==> config.mk <==
export PLATFORM = sky130hd
export DESIGN_NAME = vx_tensor_commit_tracker
export DESIGN_NICKNAME = d
export VERILOG_FILES = /design/src/rtl/VX_gpu_pkg.sv /design/src/rtl/vx_tensor_warp_tracker.sv /design/src/rtl/vx_tensor_commit_tracker.sv
export SDC_FILE = /design/constraint.sdc
export NUM_CORES = 1
export LEC_CHECK = 0
export CORE_MARGIN = 2
export CORE_UTILIZATION = 49
export CTS_CLUSTER_SIZE = 30
export DETAILED_ROUTE_END_ITERATION = 7
export MAX_ROUTING_LAYER = met4
export PLACE_DENSITY = 0.85
export SKIP_LAST_GASP = 1
export SYNTH_ARGS = -nofsm -noshare
export SYNTH_HDL_FRONTEND = slang
export SYNTH_HIERARCHICAL = 1
export SYNTH_SLANG_ARGS = --single-unit
==> constraint.sdc <==
create_clock -name clk -period 8.5 [get_ports clk]
set_input_delay 1.7 -clock clk [delete_from_list [all_inputs] [get_ports clk]]
set_output_delay 1.7 -clock clk [all_outputs]
set_load 0.02 [all_outputs]
==> src/rtl/VX_gpu_pkg.sv <==
// Shared GPU definitions used by the tensor commit tracker.
//   hgmma_state_e : per-warp HGMMA_WAIT state (idle / waiting for drain)
//   cnt_width     : width of a per-warp in-flight counter for a given maximum
//   wid_width     : width of a warp index, never narrower than one bit
package VX_gpu_pkg;

  typedef enum logic {
    HGMMA_IDLE    = 1'b0,
    HGMMA_WAITING = 1'b1
  } hgmma_state_e;

  // Counter must hold 0..max_outstanding inclusive.
  function automatic int cnt_width(input int max_outstanding);
    return $clog2(max_outstanding + 1);
  endfunction

  function automatic int wid_width(input int num_warps);
    return (num_warps > 1) ? $clog2(num_warps) : 1;
  endfunction

endpackage

==> src/rtl/vx_tensor_warp_tracker.sv <==
// Per-warp HGMMA tracker: in-flight counter plus HGMMA_WAIT state machine.
//   clk, reset   : clock, asynchronous active-high reset
//   inc          : HGMMA accepted for this warp
//   dec          : ghost end-of-packet commit beat for this warp
//   wait_fire    : HGMMA_WAIT accepted for this warp
//   cnt          : registered in-flight HGMMA count
//   waiting      : warp is blocked on an HGMMA_WAIT
//   dec_ok       : decrement is legal (drives the scoreboard release)
//   underflow    : decrement arrived with nothing in flight
//   done         : HGMMA_WAIT satisfied this cycle (to the arbiter)
module vx_tensor_warp_tracker
  import VX_gpu_pkg::*;
#(
  parameter int MAX_OUTSTANDING = 2,
  parameter int CNT_W           = cnt_width(MAX_OUTSTANDING)
) (
  input  logic             clk,
  input  logic             reset,
  input  logic             inc,
  input  logic             dec,
  input  logic             wait_fire,
  output logic [CNT_W-1:0] cnt,
  output logic             waiting,
  output logic             dec_ok,
  output logic             underflow,
  output logic             done
);

  hgmma_state_e     state_q, state_d;
  logic [CNT_W-1:0] cnt_q, cnt_d;

  // A same-cycle increment absorbs a decrement at count 0, so only a
  // decrement with nothing in flight and nothing arriving is an underflow.
  assign dec_ok    = dec && ((cnt_q != '0) || inc);
  assign underflow = dec && (cnt_q == '0) && !inc;

  always_comb begin
    // NOTE: every combinational output gets a default first so no path
    // leaves it unassigned, which would otherwise infer a latch.
    cnt_d = cnt_q;
    unique case ({inc, dec_ok})
      2'b10:   cnt_d = cnt_q + CNT_W'(1);
      2'b01:   cnt_d = cnt_q - CNT_W'(1);
      default: cnt_d = cnt_q;
    endcase
  end

  always_comb begin
    state_d = state_q;
    done    = 1'b0;
    unique case (state_q)
      HGMMA_IDLE: begin
        if (wait_fire) begin
          if (cnt_d == '0) done    = 1'b1;
          else             state_d = HGMMA_WAITING;
        end
      end
      HGMMA_WAITING: begin
        // Issue is blocked while waiting, so the count only drains.
        if (cnt_d == '0) begin
          state_d = HGMMA_IDLE;
          done    = 1'b1;
        end
      end
      default: state_d = HGMMA_IDLE;
    endcase
  end

  always_ff @(posedge clk or posedge reset) begin
    if (reset) begin
      state_q <= HGMMA_IDLE;
      cnt_q   <= '0;
    end else begin
      // NOTE: sequential state uses non-blocking assignments so every
      // register samples its inputs from before the clock edge.
      state_q <= state_d;
      cnt_q   <= cnt_d;
    end
  end

  assign cnt     = cnt_q;
  assign waiting = (state_q == HGMMA_WAITING);

endmodule

==> src/rtl/vx_tensor_commit_tracker.sv <==
// Tracks in-flight HGMMA instructions per warp, resolves HGMMA_WAIT, and
// turns tensor commit beats into scoreboard / pending-count pulses.
//   clk, reset                        : clock, asynchronous active-high reset
//   issue_valid/wid/is_wait, ready    : HGMMA / HGMMA_WAIT issue handshake
//   commit_valid/wid/tensor/eop/rd    : commit beats (never back-pressured)
//   commit_ready                      : high whenever not in reset
//   pending_decr_valid/wid            : non-ghost instruction completed
//   sb_release_valid/wid/rd           : ghost instruction completed, free rd
//   wait_done_valid/wid               : HGMMA_WAIT satisfied
//   outstanding                       : packed per-warp in-flight counts
//   underflow_err                     : sticky, ghost completion with count 0
// All pulse outputs are registered: one cycle after the causing fire.
module vx_tensor_commit_tracker
  import VX_gpu_pkg::*;
#(
  parameter int NUM_WARPS       = 4,
  parameter int MAX_OUTSTANDING = 2,
  parameter int NR_BITS         = 7,
  parameter int NW_W            = wid_width(NUM_WARPS),
  parameter int CNT_W           = cnt_width(MAX_OUTSTANDING)
) (
  input  logic                       clk,
  input  logic                       reset,

  input  logic                       issue_valid,
  input  logic [NW_W-1:0]            issue_wid,
  input  logic                       issue_is_wait,
  output logic                       issue_ready,

  input  logic                       commit_valid,
  input  logic [NW_W-1:0]            commit_wid,
  input  logic                       commit_tensor,
  input  logic                       commit_eop,
  input  logic [NR_BITS-1:0]         commit_rd,
  output logic                       commit_ready,

  output logic                       pending_decr_valid,
  output logic [NW_W-1:0]            pending_decr_wid,

  output logic                       sb_release_valid,
  output logic [NW_W-1:0]            sb_release_wid,
  output logic [NR_BITS-1:0]         sb_release_rd,

  output logic                       wait_done_valid,
  output logic [NW_W-1:0]            wait_done_wid,

  output logic [NUM_WARPS*CNT_W-1:0] outstanding,
  output logic                       underflow_err
);

  logic issue_fire, commit_fire;
  logic ghost_eop, plain_eop;

  logic [NUM_WARPS-1:0] warp_inc, warp_dec, warp_wait;
  logic [NUM_WARPS-1:0] warp_waiting, warp_dec_ok, warp_underflow, warp_done;
  logic [CNT_W-1:0]     warp_cnt [NUM_WARPS];

  logic                 sel_waiting, sel_full;

  logic [NUM_WARPS-1:0] wait_pend_q, wait_req, wait_grant;
  logic [NW_W-1:0]      grant_wid;
  logic                 grant_found;

  assign commit_ready = !reset;
  assign commit_fire  = commit_valid && commit_ready;
  assign issue_fire   = issue_valid && issue_ready;
  assign ghost_eop    = commit_fire && commit_tensor && commit_eop;
  assign plain_eop    = commit_fire && !commit_tensor && commit_eop;

  // Issue is refused for a warp parked on HGMMA_WAIT, or for an HGMMA on
  // a warp already at its in-flight limit; a WAIT is never refused for count.
  always_comb begin
    sel_waiting = 1'b0;
    sel_full    = 1'b0;
    for (int w = 0; w < NUM_WARPS; w++) begin
      if (issue_wid == NW_W'(w)) begin
        sel_waiting = warp_waiting[w];
        sel_full    = (warp_cnt[w] == CNT_W'(MAX_OUTSTANDING));
      end
    end
    issue_ready = !reset && !sel_waiting && (issue_is_wait || !sel_full);
  end

  for (genvar w = 0; w < NUM_WARPS; w++) begin : g_warp
    assign warp_inc[w]  = issue_fire && !issue_is_wait && (issue_wid == NW_W'(w));
    assign warp_wait[w] = issue_fire &&  issue_is_wait && (issue_wid == NW_W'(w));
    assign warp_dec[w]  = ghost_eop && (commit_wid == NW_W'(w));

    vx_tensor_warp_tracker #(
      .MAX_OUTSTANDING (MAX_OUTSTANDING),
      .CNT_W           (CNT_W)
    ) u_warp (
      .clk       (clk),
      .reset     (reset),
      .inc       (warp_inc[w]),
      .dec       (warp_dec[w]),
      .wait_fire (warp_wait[w]),
      .cnt       (warp_cnt[w]),
      .waiting   (warp_waiting[w]),
      .dec_ok    (warp_dec_ok[w]),
      .underflow (warp_underflow[w]),
      .done      (warp_done[w])
    );

    assign outstanding[w*CNT_W +: CNT_W] = warp_cnt[w];
  end

  // Only one wait_done can leave per cycle: the lowest requesting warp wins
  // and the rest stay pending for later cycles.
  always_comb begin
    wait_req    = wait_pend_q | warp_done;
    wait_grant  = '0;
    grant_wid   = '0;
    grant_found = 1'b0;
    for (int w = 0; w < NUM_WARPS; w++) begin
      if (wait_req[w] && !grant_found) begin
        grant_found   = 1'b1;
        wait_grant[w] = 1'b1;
        grant_wid     = NW_W'(w);
      end
    end
  end

  always_ff @(posedge clk or posedge reset) begin
    if (reset) begin
      pending_decr_valid <= 1'b0;
      pending_decr_wid   <= '0;
      sb_release_valid   <= 1'b0;
      sb_release_wid     <= '0;
      sb_release_rd      <= '0;
      wait_done_valid    <= 1'b0;
      wait_done_wid      <= '0;
      wait_pend_q        <= '0;
      underflow_err      <= 1'b0;
    end else begin
      pending_decr_valid <= plain_eop;
      pending_decr_wid   <= plain_eop ? commit_wid : '0;

      // At most one warp sees a ghost beat per cycle, so any legal
      // decrement identifies the release.
      sb_release_valid   <= |warp_dec_ok;
      sb_release_wid     <= (|warp_dec_ok) ? commit_wid : '0;
      sb_release_rd      <= (|warp_dec_ok) ? commit_rd  : '0;

      wait_done_valid    <= grant_found;
      wait_done_wid      <= grant_wid;
      wait_pend_q        <= wait_req & ~wait_grant;

      underflow_err      <= underflow_err | (|warp_underflow);
    end
  end

endmodule

==> reports/metrics.yaml, run 1 <==
outcome:
  outcome: "finished clean"
cts:
  cts_sinks: 32
  hold_buffers: 0
  cts-buffers-inserted: 5
  ctsRootBufferMaster: "clkbuf_4"
  cts_tree: "built"
  clock_latency_ps: 350
  post-cts-setup-buffer-count: 0
  ctsResizeCount: 0
  htree_levels: 2
  clkTransAtPathRegs_ps: 110
  clock_path_buffers: 2
logic_synthesis:
  ys_ff_latch: 32
  syn_nets: 183
  synth_area_per_cell_um2: 10.1
  ys.warnings.count: 6
  seq_area_frac_synth_pct: 49.2
  syn_inst: 161
  synth.distinct_cells: 26
  synth_area_um2: 1630
worst_hold_path:
  hold_path.class: "reg2reg"
detailed_routing:
  wl_mm: 3.50
  first_pass_iters: 4
  ant_nets: 0
  viasPerCell: 5.13
  avgRoutedWirePerCell_um: 13.6
  drtIter0Drc: 61
  post-route-drc-count: 0
  via_count: 1319
grt:
  antenna_found_initial: 0
  grt_max_degree: 24
  track_usage_pct: 21.6
  grt_pass1_wl_mm: 5.67
  gr-total-overflow: 0
  grt_pass1_vias: 1252
pwr:
  ir_drop_mv: 0.197
  powerDensity_nw_per_um2: 251
  p_leak_uw: 0.000959
  p_sw_uw: 199
  power_frac_clock_pct: 21.2
  swShare_pct: 35.9
  internal_power_uw: 355
  power_frac_seq_pct: 40.8
  p_comb_share_pct: 38.0
die:
  die_h_um: 61.7
  rows: 20
  top_level_ports: 45
  dieArea_um2: 3800
  initial_utilization_pct: 52.5
  core_area_um2: 3100
  dieWidth_um: 61.7
sta:
  timing_hold_violations_final: 0
  slew_violations: 0
  finalSetupViolCount: 0
  final.setup.tns_ps: 0
  setup_slack_ps: 3020
  slew_headroom_pct: 45.9
  rsz0062_at_grt: "no"
  worst_pin_slew_ps: 811
  max_freq_ghz: 0.183
  period_share_pct: 64.4
  clock_skew_ps: 15.1
  period_needed_ps: 5480
critical_path:
  required_ps: 6800
  path_class: "in2out"
  start_kind: "input port"
  crit_fanout: 23
  crit_path_end_kind: "output pin"
  crit_arrival_ps: 3780
final_layout:
  final_util_pct: 71.0
  final_common_cell: "clkdlybuf4s50_1"
  diodes: 0
  area_growth_pct: 35.3
  finalNetCount: 234
  drive_gt1_share_pct: 6.10
  nFillCells: 255
  layout_common_cells: "44 x clkdlybuf4s50_1, 32 x dfrtp_1, 26 x nor2b_1, 25 x nor2_1, 12 x nor3_1"
placement:
  place_congestion: 0.855
  dp_hpwl_mm: 2.64
  io_buffer_count: 44
  dpl_worst_slack_ps: 2970
flow_run:
  maxCapViolCount: 0
## critical path, cell delays in order
cell             delay, ps
clkdlybuf4s50_1        620
inv_1                  700
clkdlybuf4s50_1        750
## flip-flops by register name, summed over array words and instances (netlist names)
register,flops
pending_decr_wid,2
wait_done_wid,2
wait_done_valid,1
sb_release_wid,2
g_warp.u_warp/waiting,4
pending_decr_valid,1
g_warp.u_warp/cnt,8
wait_pend_q,3
underflow_err,1
sb_release_rd,7
sb_release_valid,1
## stage by stage
step	hold slack [ps]	area [um^2]	instances	power, uW
4_1_cts	485	2200	257	558
5_1_grt	529	2200	257	589
2_1_floorplan	462	1630	161	350
3_5_place_dp	461	2120	249	440
6_report	491	2200	257	554
3_3_place_gp	462	2120	249	433
## layout make-up
type,count,area [um^2],area share [%]
clock buffers,5,37.5,1.70
clock inverters,3,42.5,1.93
inverters,11,41.3,1.87
multi-input cells,118,787,35.7
flip-flops and latches,32,801,36.3
well taps,44,55.1,2.50
repair buffers,44,440,20.0
## path summary, 6_finish.rpt
path | cells after the start | startpoint | slack, ps | endpoint
max | 3 | reset | 3020 | commit_ready
min | 2 | underflow_err$_DFF_PP0_ | 490 | underflow_err$_DFF_PP0_
max reg2reg | 10 | g_warp[3].u_warp/cnt[1]$_DFF_PP0_ | 5320 | wait_done_wid[1]$_DFF_PP0_
min reg2reg | 2 | underflow_err$_DFF_PP0_ | 490 | underflow_err$_DFF_PP0_
max in group asynchronous | 2 | reset | 5850 | sb_release_valid$_DFF_PP0_
min in group asynchronous | 2 | reset | 1820 | g_warp[0].u_warp/cnt[0]$_DFF_PP0_
## Yosys cell counts
library cell / n / area, um^2
dfrtp_1: 32 / 801
nor2b_1: 26 / 163
nor2_1: 25 / 93.8
nor3_1: 12 / 60.1
inv_1: 11 / 41.3
xnor2_1: 8 / 70.1
xor2_1: 8 / 70.1
and2_1: 6 / 37.5
nand2_1: 5 / 18.8
a22oi_1: 4 / 30.0
ha_1: 4 / 50.1
nand4_1: 3 / 18.8
a21oi_1: 2 / 10.0
nand3_1: 2 / 10.0
nor4_1: 2 / 12.5
a211oi_2: 1 / 12.5
mux4_1: 1 / 26.3
mux4_2: 1 / 22.5
nand2b_1: 1 / 6.26
nor2b_4: 1 / 13.8
nor3b_1: 1 / 7.51
nor4_2: 1 / 12.5
nor4_4: 1 / 21.3
nor4b_1: 1 / 8.76
o21ai_0: 1 / 5.00
or3_1: 1 / 6.26
## power by group through the flow
stage	sequential (uW)	clock (uW)	combinational [uW]
floorplan	255	0	94.8
global placement	226	0	207
detailed placement	229	0	211
CTS	227	120	212
global route	232	127	230
finish	226	117	210
## layer usage
layer | GRT usage (%) | vias to the layer above | part of all wire [%]
met4 | 6.38 | 0 | 1.2
met5 | - | - | 0
li1 | - | 641 | -
met2 | 35.0 | 61 | 48
met3 | 5.88 | 8 | 8.2
met1 | 26.2 | 609 | 42
## cell families after synthesis
family | synth area share (%)
DFF | 49.2
muxes | 3.00
buffers and inverters | 2.53
xor gates and xnor gates | 8.60
and+or+nand+nor | 30.1
adders and majority gates | 3.07
AOI/OAI and AO/OA | 3.53
Note: power is estimated with default switching activity, not from simulation.
==> inputs of run 2 (changes only) <==
- CORE_UTILIZATION: 49 -> 47
- PLACE_DENSITY: 0.85 -> 0.82
- clock period: 8.5 -> 5.27 ns (I/O delays scaled with it)
==> run 2 against run 1 <==
Against the previous run:
- cell count is 1.2% higher
- critical path depth is 1 higher
- core utilization is 4.7 points lower
- sequential power is 62% higher
- worst setup slack worse by 1900 ps
- first-iteration DRC count stayed put
- highest routed layer unchanged
- clock skew is 5.7 ps lower
- clock power is 57% higher
- sequential share of layout area is 0.16 points lower
- routed wire length is 1.9% lower
- non-clock buffer count is 1 higher
- die area is 4.0% higher
==> reports/metrics.yaml, run 2 (synthesized netlist as in run 1, its figures left out) <==
outcome:
  outcome: "finished clean"
critical_path:
  reg2reg_slack_ps: 2040
  crit_arrival_ps: 3120
  path_class: "in2out"
  slowest_delay_ps: 640
  cp_top_family: "buffers and inverters"
  crit_top_cell: "clkdlybuf4s50_1"
  crit_fanout: 7
  path_buf_inv: 2
  start_kind: "input port"
  required_ps: 4220
  crit_chain: "clkdlybuf4s50_1 > mux4_2 > a211oi_2 > clkdlybuf4s50_1"
  crit_path_end_kind: "output pin"
  cp_slowest_cell: "clkdlybuf4s50_1"
cts:
  cts_tree: "built"
  ctsResizeCount: 0
  clock_path_buffers: 2
  post-cts-setup-buffer-count: 0
  clock_latency_ps: 340
  cts_sinks: 32
  ctsRootBufferMaster: "clkbuf_4"
  htree_levels: 2
  hold_buffers: 0
  clkTransAtPathRegs_ps: 100
  cts-buffers-inserted: 5
detailed_routing:
  drtIter0Drc: 61
  ant_nets: 0
  via_count: 1319
  first_pass_iters: 4
  wl_mm: 3.44
  viasPerCell: 5.07
  post-route-drc-count: 0
  avgRoutedWirePerCell_um: 13.2
grt:
  grt_pass1_vias: 1304
  grt_pass1_wl_mm: 5.80
  antenna_found_initial: 0
  track_usage_pct: 19.6
  grt_max_degree: 23
  gr-total-overflow: 0
placement:
  dpl_worst_slack_ps: 1010
  dp_hpwl_mm: 2.76
  io_buffer_count: 44
  place_congestion: 0.808
final_layout:
  largest_reg_flops: 8
  drive_gt1_share_pct: 6.54
  final_common_cell: "clkdlybuf4s50_1"
  nFillCells: 280
  area_growth_pct: 35.9
  diodes: 0
  finalNetCount: 235
  layout_common_cells: "44 x clkdlybuf4s50_1, 32 x dfrtp_1, 26 x nor2b_1, 25 x nor2_1, 12 x nor3_1"
sta:
  slew_violations: 0
  rsz0062_at_grt: "no"
  max_freq_ghz: 0.240
  period_share_pct: 79.2
  timing_hold_violations_final: 0
  period_needed_ps: 4170
  setup_slack_ps: 1100
  final.setup.tns_ps: 0
  clock_skew_ps: 9.38
  worst_pin_slew_ps: 548
  slew_headroom_pct: 63.2
  finalSetupViolCount: 0
worst_hold_path:
  hold_path.class: "reg2reg"
pwr:
  p_sw_uw: 321
  power_frac_clock_pct: 20.6
  ir_drop_mv: 0.218
  swShare_pct: 35.9
  power_frac_seq_pct: 41.0
  p_leak_uw: 0.000964
  p_comb_share_pct: 38.4
  internal_power_uw: 573
  powerDensity_nw_per_um2: 404
die:
  dieWidth_um: 62.9
  initial_utilization_pct: 48.8
  die_h_um: 62.9
  core_area_um2: 3340
  dieArea_um2: 3950
  top_level_ports: 45
  rows: 21
flow_run:
  maxCapViolCount: 0
run 2: worst register-to-register path, stage by stage, from the launching register on:
cell,delay [ps]
dfrtp_1,460
nor2b_1,180
mux4_2,520
nor3_1,400
nor3_1,110
nor2b_1,310
ha_1,280
xor2_1,90
a22oi_1,210
nor2_1,100
nor3_1,320
a21oi_1,120
run 2: final cells by class:
class / instances / area, um^2 / area share (%)
Multi-Input combinational cell: 118 / 787 / 35.5
Inverter: 11 / 41.3 / 1.86
Clock buffer: 5 / 37.5 / 1.69
Sequential cell: 32 / 801 / 36.2
Clock inverter: 3 / 42.5 / 1.92
Tap cell: 46 / 57.6 / 2.60
Timing Repair Buffer: 45 / 448 / 20.2
run 2: worst paths after layout:
check,start,to,cells past startpoint
setup / recovery,issue_wid[1],issue_ready,4
hold / removal,underflow_err$_DFF_PP0_,underflow_err$_DFF_PP0_,2
setup reg to reg,g_warp[0].u_warp/cnt[1]$_DFF_PP0_,wait_pend_q[3]$_DFF_PP0_,11
hold reg to reg,underflow_err$_DFF_PP0_,underflow_err$_DFF_PP0_,2
max in group asynchronous,reset,sb_release_wid[1]$_DFF_PP0_,3
min in group asynchronous,reset,g_warp[3].u_warp/waiting$_DFF_PP0_,2
run 2: stage by stage:
step / total power (uW) / cells / cell area [um^2] / hold slack (ps) / utilization [%]
4_1_cts: 902 / 260 / 2210 / 497 / 66.4
2_1_floorplan: 564 / 161 / 1630 / 462 / -
5_1_grt: 947 / 260 / 2210 / 524 / 66.4
3_3_place_gp: 702 / 252 / 2130 / 465 / 64.0
6_report: 894 / 260 / 2210 / 496 / 66.4
3_5_place_dp: 717 / 252 / 2130 / 472 / 64.0
run 2: routing by layer:
| layer | GRT usage [%] | vias up | part of all wire, % |
|---|---|---|---|
| met5 | - | - | 0 |
| met4 | 10.6 | 0 | 2.7 |
| met3 | 4.50 | 9 | 4.6 |
| met2 | 31.9 | 39 | 52 |
| met1 | 22.4 | 633 | 41 |
| li1 | - | 638 | - |
run 2: power groups by stage:
| stage | registers (uW) | logic (uW) | clock network [uW] |
|---|---|---|---|
| 6_report | 366 | 343 | 184 |
| 5_1_grt | 378 | 371 | 198 |
| 4_1_cts | 367 | 346 | 188 |
| 3_5_place_dp | 372 | 345 | 0 |
| 3_3_place_gp | 366 | 336 | 0 |
| 2_1_floorplan | 411 | 153 | 0 |
==> inputs of run 3 (changes only) <==
- clock period: 5.27 -> 4 ns (I/O delays scaled with it)
==> run 3 against run 2 <==
Against the previous run:
- via count shrank 0.91%
- critical path depth unchanged
- sequential share of layout area is 0.48 points lower
- routed wire length rose by 4.1%
- clock-buffer cell count did not move
- global-route usage rose by 0.93 points
- die area stayed put
- worst hold slack improved by 2.1 ps
- sequential power is 32% higher
- design area is 1.4% higher
- first-iteration DRC count shrank 41%
- critical endpoint unchanged
==> reports/metrics.yaml, run 3 (synthesized netlist as in run 1, its figures left out) <==
cts:
  cts-buffers-inserted: 5
  clkTransAtPathRegs_ps: 100
  ctsRootBufferMaster: "clkbuf_4"
  post-cts-setup-buffer-count: 0
  cts_tree: "built"
  htree_levels: 2
  clock_path_buffers: 2
  ctsResizeCount: 0
  clock_latency_ps: 340
  hold_buffers: 0
  cts_sinks: 32
critical_path:
  path_buf_inv: 2
  r2r_start: "g_warp[3].u_warp/cnt[1]$_DFF_PP0_"
  crit_end: "issue_ready"
  cp_top_family: "buffers and inverters"
  r2r_cells: 10
  slowest_delay_ps: 640
  crit_arrival_ps: 2890
  critPathLaunch: "issue_wid[1]"
  crit_fanout: 7
  crit_chain: "clkdlybuf4s50_1 > mux4_2 > a211oi_2 > clkdlybuf4s50_1"
  path_class: "in2out"
  cp_slowest_cell: "clkdlybuf4s50_1"
  start_kind: "input port"
  required_ps: 3200
  reg2reg_slack_ps: 1030
  cp.depth: 4
  crit_path_end_kind: "output pin"
  regToRegEndpoint: "wait_done_valid$_DFF_PP0_"
  crit_top_cell: "clkdlybuf4s50_1"
die:
  dieArea_um2: 3950
  top_level_ports: 45
  rows: 21
  core_area_um2: 3340
  die_h_um: 62.9
  dieWidth_um: 62.9
  initial_utilization_pct: 48.8
worst_hold_path:
  hold_path.class: "reg2reg"
placement:
  io_buffer_count: 44
  dp_hpwl_mm: 2.82
  place_area_um2: 2160
  place_congestion: 0.858
sta:
  clock_skew_ps: 6.58
  final.setup.tns_ps: 0
  max_freq_ghz: 0.271
  timing_hold_violations_final: 0
  period_share_pct: 92.3
  finalSetupViolCount: 0
  worst_pin_slew_ps: 538
  period_needed_ps: 3690
  slew_headroom_pct: 63.8
  rsz0062_at_grt: "no"
  slew_violations: 0
  holdWs_ps: 498
pwr:
  power_uw: 1180
  p_leak_uw: 0.000985
  ir_drop_mv: 0.269
  powerDensity_nw_per_um2: 528
final_layout:
  layout_common_cells: "44 x clkdlybuf4s50_1, 32 x dfrtp_1, 26 x nor2b_1, 25 x nor2_1, 12 x nor3_1"
  final_common_cell: "clkdlybuf4s50_1"
  largest_reg_flops: 8
  nFillCells: 273
  final_area_um2: 2240
  diodes: 0
  drive_gt1_share_pct: 8.26
  area_growth_pct: 37.8
  finalNetCount: 239
detailed_routing:
  first_pass_iters: 4
  ant_nets: 0
  drtIter0Drc: 36
  viasPerCell: 4.95
  post-route-drc-count: 0
  wl_mm: 3.58
  via_count: 1307
  avgRoutedWirePerCell_um: 13.6
grt:
  track_usage_pct: 20.5
  grt_pass1_wl_mm: 6.06
  antenna_found_initial: 0
  grt_max_degree: 23
  gr-total-overflow: 0
  grt_pass1_vias: 1355
outcome:
  outcome: "finished clean"
flow_run:
  maxCapViolCount: 0
## run 3: worst min-delay path: stages, from the launching register on
cell     delay (ps)
dfrtp_1         380
nor2_1           50
nand2_1          50
## run 3: worst min-delay path by stage
stage	endpoint	slack, ps	startpoint	cells after the start
2_1_floorplan	wait_done_valid$_DFF_PP0_	460	wait_pend_q[2]$_DFF_PP0_	2
5_1_grt	underflow_err$_DFF_PP0_	550	underflow_err$_DFF_PP0_	2
6_report	underflow_err$_DFF_PP0_	500	underflow_err$_DFF_PP0_	2
3_5_place_dp	underflow_err$_DFF_PP0_	470	underflow_err$_DFF_PP0_	2
3_3_place_gp	underflow_err$_DFF_PP0_	460	underflow_err$_DFF_PP0_	2
4_1_cts	underflow_err$_DFF_PP0_	490	underflow_err$_DFF_PP0_	2
## run 3: per-layer routing
layer | share of wire, % | routed length, um | GRT usage (%) | vias up
met1 | 42 | 1510 | 23.1 | 613
met3 | 4.8 | 171 | 7.03 | 12
met2 | 50 | 1780 | 33.5 | 38
met4 | 3.3 | 118 | 8.06 | 0
li1 | - | - | - | 644
met5 | 0 | 0 | - | -
## run 3: layout make-up
type / count / area, um^2 / share of cell area (%)
clock buffer: 5 / 37.5 / 1.67
clock inverter: 3 / 42.5 / 1.90
inverter: 11 / 41.3 / 1.84
multi-input combinational: 118 / 787 / 35.1
sequential: 32 / 801 / 35.7
tap: 46 / 57.6 / 2.56
timing repair buffer: 49 / 478 / 21.3
## run 3: stage by stage
stage / setup WS (ps) / utilization, % / instances
after floorplan: 627 / - / 161
after global placement: 307 / 64.9 / 256
after detailed placement: 209 / 64.9 / 256
after CTS: 311 / 67.3 / 264
after global routing: 271 / 67.3 / 264
final: 307 / 67.3 / 264
## run 3: power breakdown
| part | internal, uW | total, uW | switching (uW) |
|---|---|---|---|
| logic | 241 | 450 | 210 |
| registers | 386 | 483 | 97.5 |
| clock network | 130 | 251 | 120 |
| total | 756 | 1180 | 428 |
